$ cat config.mk
export PLATFORM = sky130hd
export DESIGN_NAME = perf_event_counter_flat
export DESIGN_NICKNAME = d
export VERILOG_FILES = /design/src/rtl/perf_event_counter_if.sv /design/src/rtl/perf_event_counter.sv /design/src/flat_wrapper.sv
export SDC_FILE = /design/constraint.sdc
export NUM_CORES = 1
export LEC_CHECK = 0
export ABC_AREA = 1
export BUFFER_PORTS_ARGS = -buffer_cell sky130_fd_sc_hd__buf_2
export CAP_MARGIN = 20
export CORE_ASPECT_RATIO = 0.8
export CORE_UTILIZATION = 40
export CTS_BUF_LIST = sky130_fd_sc_hd__clkbuf_4 sky130_fd_sc_hd__clkbuf_8
export DETAILED_ROUTE_END_ITERATION = 16
export SLEW_MARGIN = 5
export SYNTH_ARGS = -nofsm -noshare
export SYNTH_HDL_FRONTEND = slang
export SYNTH_SLANG_ARGS = --single-unit
$ cat constraint.sdc
create_clock -name clk -period 3.25 [get_ports clk]
set_clock_uncertainty 0.1 [all_clocks]
set_input_delay 0.65 -clock clk [delete_from_list [all_inputs] [get_ports clk]]
set_output_delay 0.65 -clock clk [all_outputs]
set_load 0.005 [all_outputs]
$ cat src/rtl/perf_event_counter_if.sv
// Control, event-strobe and result bundle for perf_event_counter.
// The driver uses the master modport and the counter block uses the slave modport.
interface perf_event_counter_if #(
  parameter int unsigned CW = 19
) ();
  logic          i_start;
  logic          i_halt;
  logic          i_clear;
  logic          i_ev_stall;
  logic          i_ev_arith;
  logic          i_ev_mem;
  logic          i_ev_retire;
  logic [CW-1:0] o_stall_count;
  logic [CW-1:0] o_aritmetric_count;
  logic [CW-1:0] o_memory_count;
  logic [CW-1:0] o_instruction_count;
  logic [CW-1:0] o_cycle_count;
  logic          o_running;
  logic [CW-1:0] o_cpi;
  logic          o_cpi_valid;

  modport master (
    output i_start, i_halt, i_clear, i_ev_stall, i_ev_arith, i_ev_mem, i_ev_retire,
    input  o_stall_count, o_aritmetric_count, o_memory_count, o_instruction_count,
           o_cycle_count, o_running, o_cpi, o_cpi_valid
  );

  modport slave (
    input  i_start, i_halt, i_clear, i_ev_stall, i_ev_arith, i_ev_mem, i_ev_retire,
    output o_stall_count, o_aritmetric_count, o_memory_count, o_instruction_count,
           o_cycle_count, o_running, o_cpi, o_cpi_valid
  );
endinterface

$ cat src/rtl/perf_event_counter.sv
// Saturating pipeline event counters gated by an IDLE/RUN/FROZEN state machine.
// Optional feature macro PERF_CPI_DIV_EN adds a restoring divider that computes cycles per instruction.
module perf_event_counter #(
  parameter int unsigned CW = 19
) (
  input  logic                 clk,
  input  logic                 rst,
  perf_event_counter_if.slave  bus
);

  localparam logic [CW-1:0] MAX = {CW{1'b1}};

  typedef enum logic [1:0] {S_IDLE, S_RUN, S_FROZEN} state_t;

  state_t        r_state;
  state_t        w_state_nx;
  logic [3:0]    r_ev;
  logic [CW-1:0] r_stall_count;
  logic [CW-1:0] r_arith_count;
  logic [CW-1:0] r_mem_count;
  logic [CW-1:0] r_instr_count;
  logic [CW-1:0] r_cycle_count;
  logic          r_running;

  function automatic logic [CW-1:0] sat_inc(input logic [CW-1:0] v, input logic en);
    return (en && (v != MAX)) ? v + CW'(1) : v;
  endfunction

  always_ff @(posedge clk or posedge rst) begin
    if (rst) r_state <= S_IDLE;
    else     r_state <= w_state_nx;
  end

  // clear beats halt, halt beats start; each command only acts in its own state
  always_comb begin
    w_state_nx = r_state;
    if (bus.i_clear) begin
      w_state_nx = S_IDLE;
    end else begin
      case (r_state)
        S_IDLE:   if (bus.i_start) w_state_nx = S_RUN;
        S_RUN:    if (bus.i_halt)  w_state_nx = S_FROZEN;
        S_FROZEN: if (bus.i_start) w_state_nx = S_RUN;
        default:  w_state_nx = S_IDLE;
      endcase
    end
  end

  // The event register always samples; the counters consume it only while RUN
  always_ff @(posedge clk or posedge rst) begin
    if (rst) begin
      r_ev          <= '0;
      r_stall_count <= '0;
      r_arith_count <= '0;
      r_mem_count   <= '0;
      r_instr_count <= '0;
      r_cycle_count <= '0;
      r_running     <= 1'b0;
    end else begin
      r_running <= (w_state_nx == S_RUN);
      if (bus.i_clear) begin
        r_ev          <= '0;
        r_stall_count <= '0;
        r_arith_count <= '0;
        r_mem_count   <= '0;
        r_instr_count <= '0;
        r_cycle_count <= '0;
      end else begin
        r_ev <= {bus.i_ev_retire, bus.i_ev_mem, bus.i_ev_arith, bus.i_ev_stall};
        if (r_state == S_RUN) begin
          r_stall_count <= sat_inc(r_stall_count, r_ev[0]);
          r_arith_count <= sat_inc(r_arith_count, r_ev[1]);
          r_mem_count   <= sat_inc(r_mem_count,   r_ev[2]);
          r_instr_count <= sat_inc(r_instr_count, r_ev[3]);
          r_cycle_count <= sat_inc(r_cycle_count, 1'b1);
        end
      end
    end
  end

  assign bus.o_stall_count       = r_stall_count;
  assign bus.o_aritmetric_count  = r_arith_count;
  assign bus.o_memory_count      = r_mem_count;
  assign bus.o_instruction_count = r_instr_count;
  assign bus.o_cycle_count       = r_cycle_count;
  assign bus.o_running           = r_running;

`ifdef PERF_CPI_DIV_EN
  localparam int unsigned CNT_W = $clog2(CW);

  logic             w_freeze;
  logic             w_resume;
  logic             r_div_load;
  logic             r_div_busy;
  logic [CNT_W-1:0] r_div_cnt;
  logic [CW-1:0]    r_div_rem;
  logic [CW-1:0]    r_div_quo;
  logic [CW-1:0]    r_div_dvs;
  logic [CW-1:0]    r_cpi;
  logic             r_cpi_valid;
  logic [CW:0]      w_sh;
  logic             w_ge;
  logic [CW-1:0]    w_rem_nx;
  logic [CW-1:0]    w_quo_nx;

  assign w_freeze = (r_state == S_RUN)    && (w_state_nx == S_FROZEN);
  assign w_resume = (r_state == S_FROZEN) && (w_state_nx == S_RUN);

  // One restoring step: shift in the next dividend bit, subtract if it fits
  assign w_sh     = {r_div_rem, r_div_quo[CW-1]};
  assign w_ge     = (w_sh >= {1'b0, r_div_dvs});
  assign w_rem_nx = w_ge ? CW'(w_sh - {1'b0, r_div_dvs}) : CW'(w_sh);
  assign w_quo_nx = {r_div_quo[CW-2:0], w_ge};

  // Operands are latched one edge after the freeze, once the final counts have settled
  always_ff @(posedge clk or posedge rst) begin
    if (rst) begin
      r_div_load  <= 1'b0;
      r_div_busy  <= 1'b0;
      r_div_cnt   <= '0;
      r_div_rem   <= '0;
      r_div_quo   <= '0;
      r_div_dvs   <= '0;
      r_cpi       <= '0;
      r_cpi_valid <= 1'b0;
    end else if (bus.i_clear) begin
      r_div_load  <= 1'b0;
      r_div_busy  <= 1'b0;
      r_div_cnt   <= '0;
      r_cpi       <= '0;
      r_cpi_valid <= 1'b0;
    end else if (w_resume) begin
      r_div_load  <= 1'b0;
      r_div_busy  <= 1'b0;
      r_cpi_valid <= 1'b0;
    end else if (w_freeze) begin
      r_div_load <= 1'b1;
    end else if (r_div_load) begin
      r_div_load <= 1'b0;
      if (r_instr_count == '0) begin
        r_cpi       <= MAX;
        r_cpi_valid <= 1'b1;
      end else begin
        r_div_busy <= 1'b1;
        r_div_cnt  <= '0;
        r_div_rem  <= '0;
        r_div_quo  <= r_cycle_count;
        r_div_dvs  <= r_instr_count;
      end
    end else if (r_div_busy) begin
      r_div_rem <= w_rem_nx;
      r_div_quo <= w_quo_nx;
      if (r_div_cnt == CNT_W'(CW - 1)) begin
        r_cpi       <= w_quo_nx;
        r_cpi_valid <= 1'b1;
        r_div_busy  <= 1'b0;
      end else begin
        r_div_cnt <= r_div_cnt + CNT_W'(1);
      end
    end
  end

  assign bus.o_cpi       = r_cpi;
  assign bus.o_cpi_valid = r_cpi_valid;
`else
  assign bus.o_cpi       = '0;
  assign bus.o_cpi_valid = 1'b0;
`endif

endmodule

$ cat src/flat_wrapper.sv
// flat-port wrapper written by rule: the top's interface ports become plain ports
module perf_event_counter_flat 
#(
  parameter int unsigned CW = 19
)
  (clk, rst, bus_i_start, bus_i_halt, bus_i_clear, bus_i_ev_stall, bus_i_ev_arith, bus_i_ev_mem, bus_i_ev_retire, bus_o_stall_count, bus_o_aritmetric_count, bus_o_memory_count, bus_o_instruction_count, bus_o_cycle_count, bus_o_running, bus_o_cpi, bus_o_cpi_valid);
  perf_event_counter_if #(.CW(CW)) bus_i ();
  input  logic clk;
  input  logic rst;
  input wire logic [$bits(bus_i.i_start)-1:0] bus_i_start;
  input wire logic [$bits(bus_i.i_halt)-1:0] bus_i_halt;
  input wire logic [$bits(bus_i.i_clear)-1:0] bus_i_clear;
  input wire logic [$bits(bus_i.i_ev_stall)-1:0] bus_i_ev_stall;
  input wire logic [$bits(bus_i.i_ev_arith)-1:0] bus_i_ev_arith;
  input wire logic [$bits(bus_i.i_ev_mem)-1:0] bus_i_ev_mem;
  input wire logic [$bits(bus_i.i_ev_retire)-1:0] bus_i_ev_retire;
  output wire logic [$bits(bus_i.o_stall_count)-1:0] bus_o_stall_count;
  output wire logic [$bits(bus_i.o_aritmetric_count)-1:0] bus_o_aritmetric_count;
  output wire logic [$bits(bus_i.o_memory_count)-1:0] bus_o_memory_count;
  output wire logic [$bits(bus_i.o_instruction_count)-1:0] bus_o_instruction_count;
  output wire logic [$bits(bus_i.o_cycle_count)-1:0] bus_o_cycle_count;
  output wire logic [$bits(bus_i.o_running)-1:0] bus_o_running;
  output wire logic [$bits(bus_i.o_cpi)-1:0] bus_o_cpi;
  output wire logic [$bits(bus_i.o_cpi_valid)-1:0] bus_o_cpi_valid;
  assign bus_i.i_start = bus_i_start;
  assign bus_i.i_halt = bus_i_halt;
  assign bus_i.i_clear = bus_i_clear;
  assign bus_i.i_ev_stall = bus_i_ev_stall;
  assign bus_i.i_ev_arith = bus_i_ev_arith;
  assign bus_i.i_ev_mem = bus_i_ev_mem;
  assign bus_i.i_ev_retire = bus_i_ev_retire;
  assign bus_o_stall_count = bus_i.o_stall_count;
  assign bus_o_aritmetric_count = bus_i.o_aritmetric_count;
  assign bus_o_memory_count = bus_i.o_memory_count;
  assign bus_o_instruction_count = bus_i.o_instruction_count;
  assign bus_o_cycle_count = bus_i.o_cycle_count;
  assign bus_o_running = bus_i.o_running;
  assign bus_o_cpi = bus_i.o_cpi;
  assign bus_o_cpi_valid = bus_i.o_cpi_valid;
  perf_event_counter #(.CW(CW)) u_core (.clk(clk), .rst(rst), .bus(bus_i));
endmodule
---- After elaboration in Yosys (flattened, before gate mapping) ----
Cells that the tools add are included.
W data, S select, Z words.
cells by class
  add/sub/neg operators ................... 5
  equality and inequality tests ........... 8
  multiplexer cells ....................... 20
  reductions and logical operators ........ 17
operators with widths
  kind                     number
  $mux W19                 15
  $add A19 B1 Y19 const B  5
  $ne A19 B19 Y1 const B   5
  $reduce_bool A2 Y1       6
  $reduce_and A2 Y1        5
  $mux W2                  3
  $eq A2 B1 Y1 const B     2
  $logic_and A1 B1 Y1      4
  $mux W4                  1
  $pmux W2 S2              1
  $eq A2 B2 Y1 const B     1
  $logic_not A2 Y1         1
  $reduce_or A2 Y1         1
storage, ports and cells
  flip-flop bits (word level) ............. 102
  input bits .............................. 9

---- Logic depth before layout (Yosys ltp) ----
Gate-level depths: netlist of the first run.
  depth in word-level cells ............... 5
  depth in mapped cells ................... 11
  mapped depth without buffers ............ 10

---- Worst setup path after synthesis of the first run ----
Ideal clock, no wire load.
  path type ............................... register to register
  start point ............................. register u_core.r_mem_count[0], in the netlist u_core.bus.o_memory_count[0]
  end point ............................... register u_core.r_mem_count[8], in the netlist u_core.bus.o_memory_count[8]
  setup time .............................. 114 ps
  arrival time ............................ 1398 ps
  required time ........................... 3036 ps
  slack ................................... 1638 ps
  stages on the path, launching flop included .. 10
  clock period less this slack ............ 1612 ps
  cell sequence ........................... dfrtp_1 ha_1 nand3_1 nor2_2 nand3_2 buf_2 nand3_1 nand2_1 inv_1 nor2_1
on the way
  word-level cells in the longest chain between the ends .. 4
  elaborated cells between the ends (all ways) .. 8
ends and longest elaborated chain
  element                                                   line                      RTL
  start: declaration                                        perf_event_counter.sv:20  logic [CW-1:0] r_mem_count;
  start signal: assignment                                  perf_event_counter.sv:73  r_mem_count <= sat_inc(r_mem_count, r_ev[2]);
  $add A19 B1 Y19 / $ne A19 B19 Y1 (equally long branches)  perf_event_counter.sv:26  return (en && (v != MAX)) ? v + CW'(1) : v;
  $mux W19 / $logic_and A1 B1 Y1 (equally long branches)    perf_event_counter.sv:26
  $mux W19 / $reduce_bool A2 Y1 (equally long branches)     n/a
  $mux W19 / $reduce_and A2 Y1 (equally long branches)      n/a
Parallel ways exist; a longest one is shown, timed or not. The select of a mux whose other input is x is not followed.
A chain may end at the register's enable or synchronous reset.

---- Worst setup path after layout of the first run ----
  start point ............................. register u_core.r_mem_count[0], in the netlist u_core.bus.o_memory_count[0]
  end point ............................... register u_core.r_mem_count[0], in the netlist u_core.bus.o_memory_count[0]
Same word-level chain as after synthesis.

==> results of run 1 <==
-- per-layer routing --
metal / track usage / part of all wire
met5: 0 / 0
met4: 0.0351 / 0.0042
met3: 0.0437 / 0.051
met2: 0.282 / 0.43
met1: 0.288 / 0.52
-- sequential cells by signal (all words and copies together) (netlist names) --
| signal | cells |
|---|---|
| u_core.bus.o_aritmetric_count | 19 |
| u_core.bus.o_cycle_count | 19 |
| u_core.bus.o_instruction_count | 19 |
| u_core.bus.o_memory_count | 19 |
| u_core.bus.o_running | 1 |
| u_core.bus.o_stall_count | 19 |
| u_core.r_ev | 4 |
| u_core.r_state | 2 |
-- worst max path at each step --
stage	slack [ns]	depth (start not counted)	startpoint	to
after detailed placement	0.92	7	bus_i_clear	u_core.bus.o_cycle_count[1]$_DFFE_PP0P_
final	0.96	8	u_core.bus.o_memory_count[0]$_DFFE_PP0P_	u_core.bus.o_memory_count[0]$_DFFE_PP0P_
after floorplan	1.28	1	rst	u_core.bus.o_aritmetric_count[0]$_DFFE_PP0P_
after global placement	0.95	8	u_core.bus.o_aritmetric_count[0]$_DFFE_PP0P_	u_core.bus.o_aritmetric_count[0]$_DFFE_PP0P_
after CTS	0.92	7	u_core.bus.o_aritmetric_count[0]$_DFFE_PP0P_	u_core.bus.o_aritmetric_count[6]$_DFFE_PP0P_
after global routing	0.64	7	u_core.bus.o_aritmetric_count[0]$_DFFE_PP0P_	u_core.bus.o_aritmetric_count[1]$_DFFE_PP0P_
-- kinds of logic after synthesis --
group	Yosys count
other	1
XOR/XNOR	15
flip-flops	102
AO/OA/AOI/OAI	33
buffers and inverters	253
AND/OR/NAND/NOR	632
adder cells (fa/ha/maj)	5
-- synth_stat cells, drive strengths merged --
library cell	number	area share
nand2	279	0.15
inv	186	0.10
nor2	167	0.11
nand3	103	0.079
dfrtp	102	0.37
nand4	64	0.057
buf	50	0.056
a21oi	16	0.011
o21ai	16	0.015
nor3	13	0.0093
clkinv	11	0.0059
xor2	11	0.014
clkbuf	6	0.0032
nand3b	6	0.0065
ha	5	0.0090
xnor2	4	0.0050
conb	1	0.00054
o21a	1	0.0011
-- where the power goes --
part           total, W  switching [W]  internal (W)  leakage (nW)
combinational  0.000160       0.000120     0.0000401          2.40
sequential      0.00129      0.0000126       0.00128          1.42
clock          0.000846       0.000459      0.000386        0.0990
-- stage by stage --
stage / util / cells / hold slack (ns)
after CTS: 0.457 / 1349 / 0.267
after floorplan: - / 1060 / 0.392
after detailed placement: 0.445 / 1333 / 0.421
after global placement: 0.445 / 1333 / 0.423
after global routing: 0.457 / 1349 / 0.311
final: 0.457 / 1349 / 0.272
-- layout make-up --
| type | instances | share of cell area |
|---|---|---|
| Inverter | 197 | 0.0971 |
| Tap cell | 220 | 0.0358 |
| Timing Repair Buffer | 109 | 0.0743 |
| Sequential cell | 102 | 0.332 |
| Clock inverter | 5 | 0.00765 |
| Clock buffer | 11 | 0.0189 |
| Multi-Input combinational cell | 705 | 0.434 |
==> flow_summary.ini, run 1 <==
[route]
drc = 0
wl_per_cell_um = 12.1
drt-total-wl_um = 16300
initialDrtViolationCount = 399
via_per_inst = 4.68
num_vias = 6313
first_pass_iters = 5
final_antenna_net_count = 0

[die]
rows = 42
io_pins = 125
die_h_um = 120
core_area_sq_um = 16800
initial_core_util = 0.415
die-area_sq_um = 18000
die_x_um = 150

[worst_setup_path]
critPathSlowestCell = nand3_2
reg2reg_slack_ns = 0.96
rr_worst_depth = 8
r2r_end = u_core.bus.o_memory_count[0]$_DFFE_PP0P_
crit_path_cell_trace = ha_1, nand3_1, nor2_2, nand3_2, nand2_1, nand2_1, nand2_1, nor2_1
crit_required_ns = 3.43
path_max_fanout = 32
critPathBufInv = 0
critPathTopFamily = simple AND/OR/NAND/NOR gates
cp.arrival_ns = 2.46
rr_startpoint = u_core.bus.o_memory_count[0]$_DFFE_PP0P_
slowest_delay_ns = 0.52
crit_type = register to register
path_common_cell = nand2_1
end_kind = register
start_kind = register

[layout]
multi_input_area_sq_um = 3340
n_fill_cell = 1759
antenna_cells = 0
most-common-layout-cells = 270 x nand2_1, 182 x inv_1, 138 x nor2_1
layout.nets = 1138
syn_to_final_growth_pct = 10.2
design_area_sq_um = 7680
final_layout_size_suffix_gt1_frac = 0.160
layout_commonest_cell = nand2_1
seqCellArea_sq_um = 2550

[timing]
max_freq_ghz = 0.437
min_period_over_period = 0.704
setup_viol = 0
rsz0062_at_grt = false
final_max_slew_viol_count = 0
setup_slack_ns = 0.963
finalHoldViolCount = 0
setup_tns_ns = 0
fin_crit_ns = 2.29
maxSlewHeadroom = 0.504
worstMarginPinSlew_ns = 0.743

[logic_synthesis]
syn_area_per_cell_sq_um = 6.70
synth_compound_area_frac = 0.0278
ys_ff_latch = 102
yosysUniqueCellTypes = 30
synth_top_family_by_area = simple AND/OR/NAND/NOR gates
syn_inst = 1041
yosys.area_share.simple = 0.412
muxShareOfSynthArea = 0
synth-seq-area-share = 0.366
synth_warnings = 0
synthXorXnorAreaFrac = 0.0188
netlist_area_sq_um = 6970
synth_fa_ha_area_frac = 0.00898

[flow_run]
max-cap-violations = 0

[clocking]
clock_sinks = 102
clockBufferDepth = 2
clk_pin_slew_ns = 0.10
cts_root_buffer = clkbuf_8
cts_hold_buffers = 0
cts-buffers-inserted = 9
cts_setup_buffers = 0
cts_tree = yes
worstSkewPairLatency_ns = 0.38
ctsHtreeMaxLevel = 3
ctsResizeCount = 0

[power_and_ir_drop]
p_total_w = 0.00230
cellLeakagePower_nw = 3.91
peakVddDrop_mv = 0.186
powerDensity_nw_per_um2 = 299

[global_routing]
grt_use_total = 0.193
grt_pass1_wl_um = 27600
antenna_found_initial = 0
grt_overflow = 0
grt_max_degree = 45
grt_pass1_vias = 5549

[worst_hold_path]
min_path_type = input pin to async pin

[status]
status = finished clean

[place]
io_buffers = 104
globalplace.congestion = 0.850
dpl_cell_area_sq_um = 7480
place_ws_ns = 0.921
dp_hpwl_um = 11600
(Power assumes the default switching activity.)
==> inputs of run 2 (changes only) <==
clock period = 1.9 ns   (was 3.25 ns; I/O delays follow)
==> run 2 against run 1 <==
  * Count of clock-buffer cells in the layout up 1
  * Register-to-register slack lost 0.81 ns
  * Hold slack worse by 0.17 ns
  * Final area increased by 6.7%
  * Critical endpoint is now u_core.bus.o_aritmetric_count[12]$_DFFE_PP0P_
  * Sequential power up 71%
  * Cell count up 3.3%
  * Highest routed layer unchanged
  * Core utilization grew 3.1 points
  * Via count grew 3.4%
  * Die area is the same
  * Largest power group unchanged
==> flow_summary.ini, run 2 (synthesis gave the netlist of run 1 again) <==
[status]
status = finished clean

[clocking]
clock_sinks = 102
cts_root_buffer = clkbuf_8
worstSkewPairLatency_ns = 0.38
ctsHtreeMaxLevel = 3
clockBufferDepth = 2
cts-buffers-inserted = 9
clk_pin_slew_ns = 0.09
cts_tree = yes

[worst_setup_path]
end_kind = register
crit_required_ns = 2.10
critPathSlowestCell = dfrtp_1
start_kind = register
slowest_delay_ns = 0.40
cp.arrival_ns = 1.95
path_max_fanout = 23
crit_path_cell_trace = ha_2, nand3_1, nor2_4, nand3_4, buf_12, nand4_1, nand2_1, nor2_1
critPathBufInv = 1
crit_type = register to register
critPathTopFamily = simple AND/OR/NAND/NOR gates

[die]
initial_core_util = 0.415
die-area_sq_um = 18000
die_x_um = 150
rows = 42
die_h_um = 120
io_pins = 125
core_area_sq_um = 16800

[place]
dpl_cell_area_sq_um = 7860
dp_hpwl_um = 12500
globalplace.congestion = 0.884
io_buffers = 104
place_ws_ns = 0.0618

[timing]
final_max_slew_viol_count = 0
fin_crit_ns = 1.75
worstMarginPinSlew_ns = 0.497
setup_viol = 0
max_freq_ghz = 0.571
min_period_over_period = 0.922
finalHoldViolCount = 0
setup_slack_ns = 0.149
maxSlewHeadroom = 0.668
setup_tns_ns = 0

[route]
drt-total-wl_um = 16900
num_vias = 6525
wl_per_cell_um = 12.1
final_antenna_net_count = 0
first_pass_iters = 5
initialDrtViolationCount = 398
via_per_inst = 4.68
drc = 0

[layout]
layout.nets = 1184
most-common-layout-cells = 269 x nand2_1, 182 x inv_1, 136 x nor2_1
antenna_cells = 0
final_util = 0.488
layout_commonest_cell = nand2_1
syn_to_final_growth_pct = 17.6
design_area_sq_um = 8200
final_layout_size_suffix_gt1_frac = 0.198

[flow_run]
max-cap-violations = 0

[power_and_ir_drop]
cellLeakagePower_nw = 4.17
powerDensity_nw_per_um2 = 503
peakVddDrop_mv = 0.321

[global_routing]
grt_max_degree = 44
grt_overflow = 0
grt_use_total = 0.198
antenna_found_initial = 0
grt_pass1_wl_um = 28500
grt_pass1_vias = 5798

[worst_hold_path]
min_path_type = input pin to register
[run 2: cell types whose count changed in the layout (fill, tap and decap cells not counted), moves of 2 or more]
cell and change:
buf_6 +2, nand3_2 -3, ha_2 +4, nor2_4 +2
buf_12 +6, nand3_4 +4, ha_1 -4, nor2_1 -2
buf_4 +37
[run 2: layout make-up]
cell class | instances | area [sq um]
fillers | 1751 | 8620
repair buffers | 155 | 1000
multi-input cells | 705 | 3400
clock inverters | 3 | 67.6
clock buffers | 12 | 159
well taps | 220 | 275
inverters | 197 | 746
flip-flops and latches | 102 | 2550
[run 2: path summary, 6_finish.rpt]
path	from	end	slack (ns)	depth (start not counted)
hold / removal	bus_i_ev_retire	u_core.r_ev[3]$_DFF_PP0_	0.1	3
hold reg to reg	u_core.bus.o_cycle_count[18]$_DFFE_PP0P_	u_core.bus.o_cycle_count[18]$_DFFE_PP0P_	0.45	2
setup reg to reg	u_core.bus.o_aritmetric_count[1]$_DFFE_PP0P_	u_core.bus.o_aritmetric_count[12]$_DFFE_PP0P_	0.15	8
setup / recovery	u_core.bus.o_aritmetric_count[1]$_DFFE_PP0P_	u_core.bus.o_aritmetric_count[12]$_DFFE_PP0P_	0.15	8
max in group asynchronous	rst	u_core.bus.o_aritmetric_count[12]$_DFFE_PP0P_	0.63	4
min in group asynchronous	rst	u_core.bus.o_aritmetric_count[18]$_DFFE_PP0P_	0.47	3
[run 2: stage by stage]
| stage | hold WS, ns | power, W | cells |
|---|---|---|---|
| after floorplan | 0.381 | 0.00249 | 1060 |
| after global placement | 0.340 | 0.00257 | 1374 |
| after detailed placement | 0.338 | 0.00257 | 1374 |
| after CTS | 0.0802 | 0.00418 | 1390 |
| after global routing | 0.0976 | 0.00431 | 1394 |
| final | 0.0998 | 0.00413 | 1394 |
[run 2: per-layer routing]
metal	global-route usage	share of wire	vias to the layer above
met5	0	0	-
met4	0.0459	0.0094	0
met3	0.0365	0.047	11
met2	0.290	0.42	147
met1	0.297	0.53	2935
li1	-	-	3432
[run 2: repair_timing]
item                       4_1_cts  5_1_grt
buffers inserted                 0        4
hold buffers                     1        0
resized for setup                0       16
setup endpoints to repair        0       54
hold endpoints to repair        18        0
[run 2: where the power goes]
part           switching, W  total, W  internal [W]
Sequential        0.0000177   0.00221       0.00219
Combinational      0.000218  0.000330      0.000112
Clock              0.000765   0.00159      0.000823
[run 2: worst min-delay path: stages]
cell    delay [ns]
buf_2         0.10
inv_1         0.04
nor2_1        0.04
==> inputs of run 3 (changes only) <==
CORE_MARGIN = 2   (was unset)
==> run 3 against run 2 <==
  * Critical path depth increased by 3
  * Via count increased by 1.3%
  * Critical path type unchanged
  * Clock power shrank 16%
  * Maximum frequency fell by 1.1%
  * First-iteration DRC count rose by 3.0%
  * Count of clock-buffer cells in the layout did not move
  * Die area rose by 3.0%
  * Sequential share of layout area grew 0.35 points
  * Final area shrank 1.1%
==> flow_summary.ini, run 3 (synthesis gave the netlist of run 1 again) <==
[status]
status = finished clean

[die]
rows = 43
initial_core_util = 0.405
die_h_um = 122
die-area_sq_um = 18500
die_x_um = 152
io_pins = 125
core_area_sq_um = 17200

[worst_setup_path]
r2r_end = u_core.bus.o_cycle_count[9]$_DFFE_PP0P_
crit_required_ns = 2.08
path_max_fanout = 11
start_kind = register
crit_type = register to register
cp.arrival_ns = 1.95
reg2reg_slack_ns = 0.13
rr_startpoint = u_core.bus.o_cycle_count[1]$_DFFE_PP0P_
rr_worst_depth = 11
end_kind = register

[clocking]
cts_setup_buffers = 0
worstSkewPairLatency_ns = 0.38
clockBufferDepth = 2
cts-buffers-inserted = 9
ctsHtreeMaxLevel = 3
clock_sinks = 102
cts_root_buffer = clkbuf_8
clk_pin_slew_ns = 0.10
cts_tree = yes

[power_and_ir_drop]
p_total_w = 0.00386
powerDensity_nw_per_um2 = 475
peakVddDrop_mv = 0.278
cellLeakagePower_nw = 4.13

[global_routing]
antenna_found_initial = 0
grt_pass1_vias = 5979
grt_max_degree = 46
grt_pass1_wl_um = 29200
grt_use_total = 0.196
grt_overflow = 0

[flow_run]
max-cap-violations = 0

[route]
drt-total-wl_um = 17400
via_per_inst = 4.73
met2_length_um = 7430
final_antenna_net_count = 0
wl_met1_um = 8790
drc = 0
wl_met3_um = 940
num_vias = 6609
initialDrtViolationCount = 410
wl_per_cell_um = 12.4
first_pass_iters = 5
highest_layer = met4

[worst_hold_path]
holdPathEnd = u_core.r_ev[3]$_DFF_PP0_
min_path_type = input pin to register
holdPathStages = 3
hp-start = bus_i_ev_retire

[timing]
finalHoldViolCount = 0
final_max_slew_viol_count = 0
min_period_over_period = 0.932
setup_slack_ns = 0.130
fin_crit_ns = 1.77
max_freq_ghz = 0.565
setup_viol = 0

[place]
dp_hpwl_um = 12500
globalplace.congestion = 0.854
io_buffers = 104
place_ws_ns = 0.0226

[layout]
most-common-layout-cells = 270 x nand2_1, 182 x inv_1, 138 x nor2_1
final_layout_size_suffix_gt1_frac = 0.196
layout_commonest_cell = nand2_1
syn_to_final_growth_pct = 16.3
layout.nets = 1180
n_fill_cell = 1784
antenna_cells = 0
run 3: through the flow:
step	instance area, sq um	utilization	hold WS, ns	TNS (ns)	std cells
final	8110	0.471	0.0934	0	1396
after global routing	8110	0.471	0.0740	-0.00637	1396
after CTS	8030	0.466	0.0712	0	1396
after detailed placement	7840	0.456	0.291	0	1379
after global placement	7840	0.456	0.292	0	1379
after floorplan	7050	-	0.381	0	1060
run 3: per-layer routing:
layer	up-vias	GRT usage
li1	3428	-
met1	3017	0.291
met2	152	0.298
met3	12	0.0367
met4	0	0.0405
met5	-	0
run 3: final cells by class:
cell class | instances | area [sq um] | area share
multi-input cells | 705 | 3410 | 0.420
flip-flops and latches | 102 | 2550 | 0.315
repair buffers | 151 | 946 | 0.117
inverters | 197 | 746 | 0.0920
well taps | 225 | 282 | 0.0347
clock buffers | 12 | 153 | 0.0188
clock inverters | 4 | 22.5 | 0.00278
run 3: worst max-delay path by stage:
stage               slack [ns]                                            to  cells past startpoint                                    start
floorplan                 0.20  u_core.bus.o_aritmetric_count[0]$_DFFE_PP0P_                      1                                      rst
global placement          0.06      u_core.bus.o_cycle_count[17]$_DFFE_PP0P_                     10  u_core.bus.o_cycle_count[1]$_DFFE_PP0P_
detailed placement        0.02      u_core.bus.o_cycle_count[18]$_DFFE_PP0P_                     10  u_core.bus.o_cycle_count[1]$_DFFE_PP0P_
CTS                      0.002      u_core.bus.o_cycle_count[18]$_DFFE_PP0P_                     10  u_core.bus.o_cycle_count[1]$_DFFE_PP0P_
global route            -0.006      u_core.bus.o_cycle_count[17]$_DFFE_PP0P_                     10  u_core.bus.o_cycle_count[1]$_DFFE_PP0P_
finish                    0.13       u_core.bus.o_cycle_count[9]$_DFFE_PP0P_                     11  u_core.bus.o_cycle_count[1]$_DFFE_PP0P_
run 3: critical path, stage by stage, from the launching register on:
cell and delay, ns:
dfrtp_1 0.40, ha_2 0.22, nand2_2 0.08, nor2_4 0.14
nand3_4 0.11, nor2_4 0.11, nand2_2 0.09, nand2_2 0.08
buf_4 0.18, inv_4 0.05, nand2_1 0.06, nand2_1 0.04
run 3: what timing repair did:
action / CTS / global route
endpoints found under the hold margin: 10 / 0
gates resized for setup: 0 / 17
endpoints found under the setup margin: 0 / 59
hold buffers: 1 / 0
run 3: power breakdown:
group,leakage [nW],switching (W),total (W),internal (W)
logic,2.62,0.000218,0.000316,0.0000980
clock network,0.0930,0.000791,0.00133,0.000537
registers,1.42,0.0000191,0.00221,0.00219
total,4.13,0.00103,0.00386,0.00283
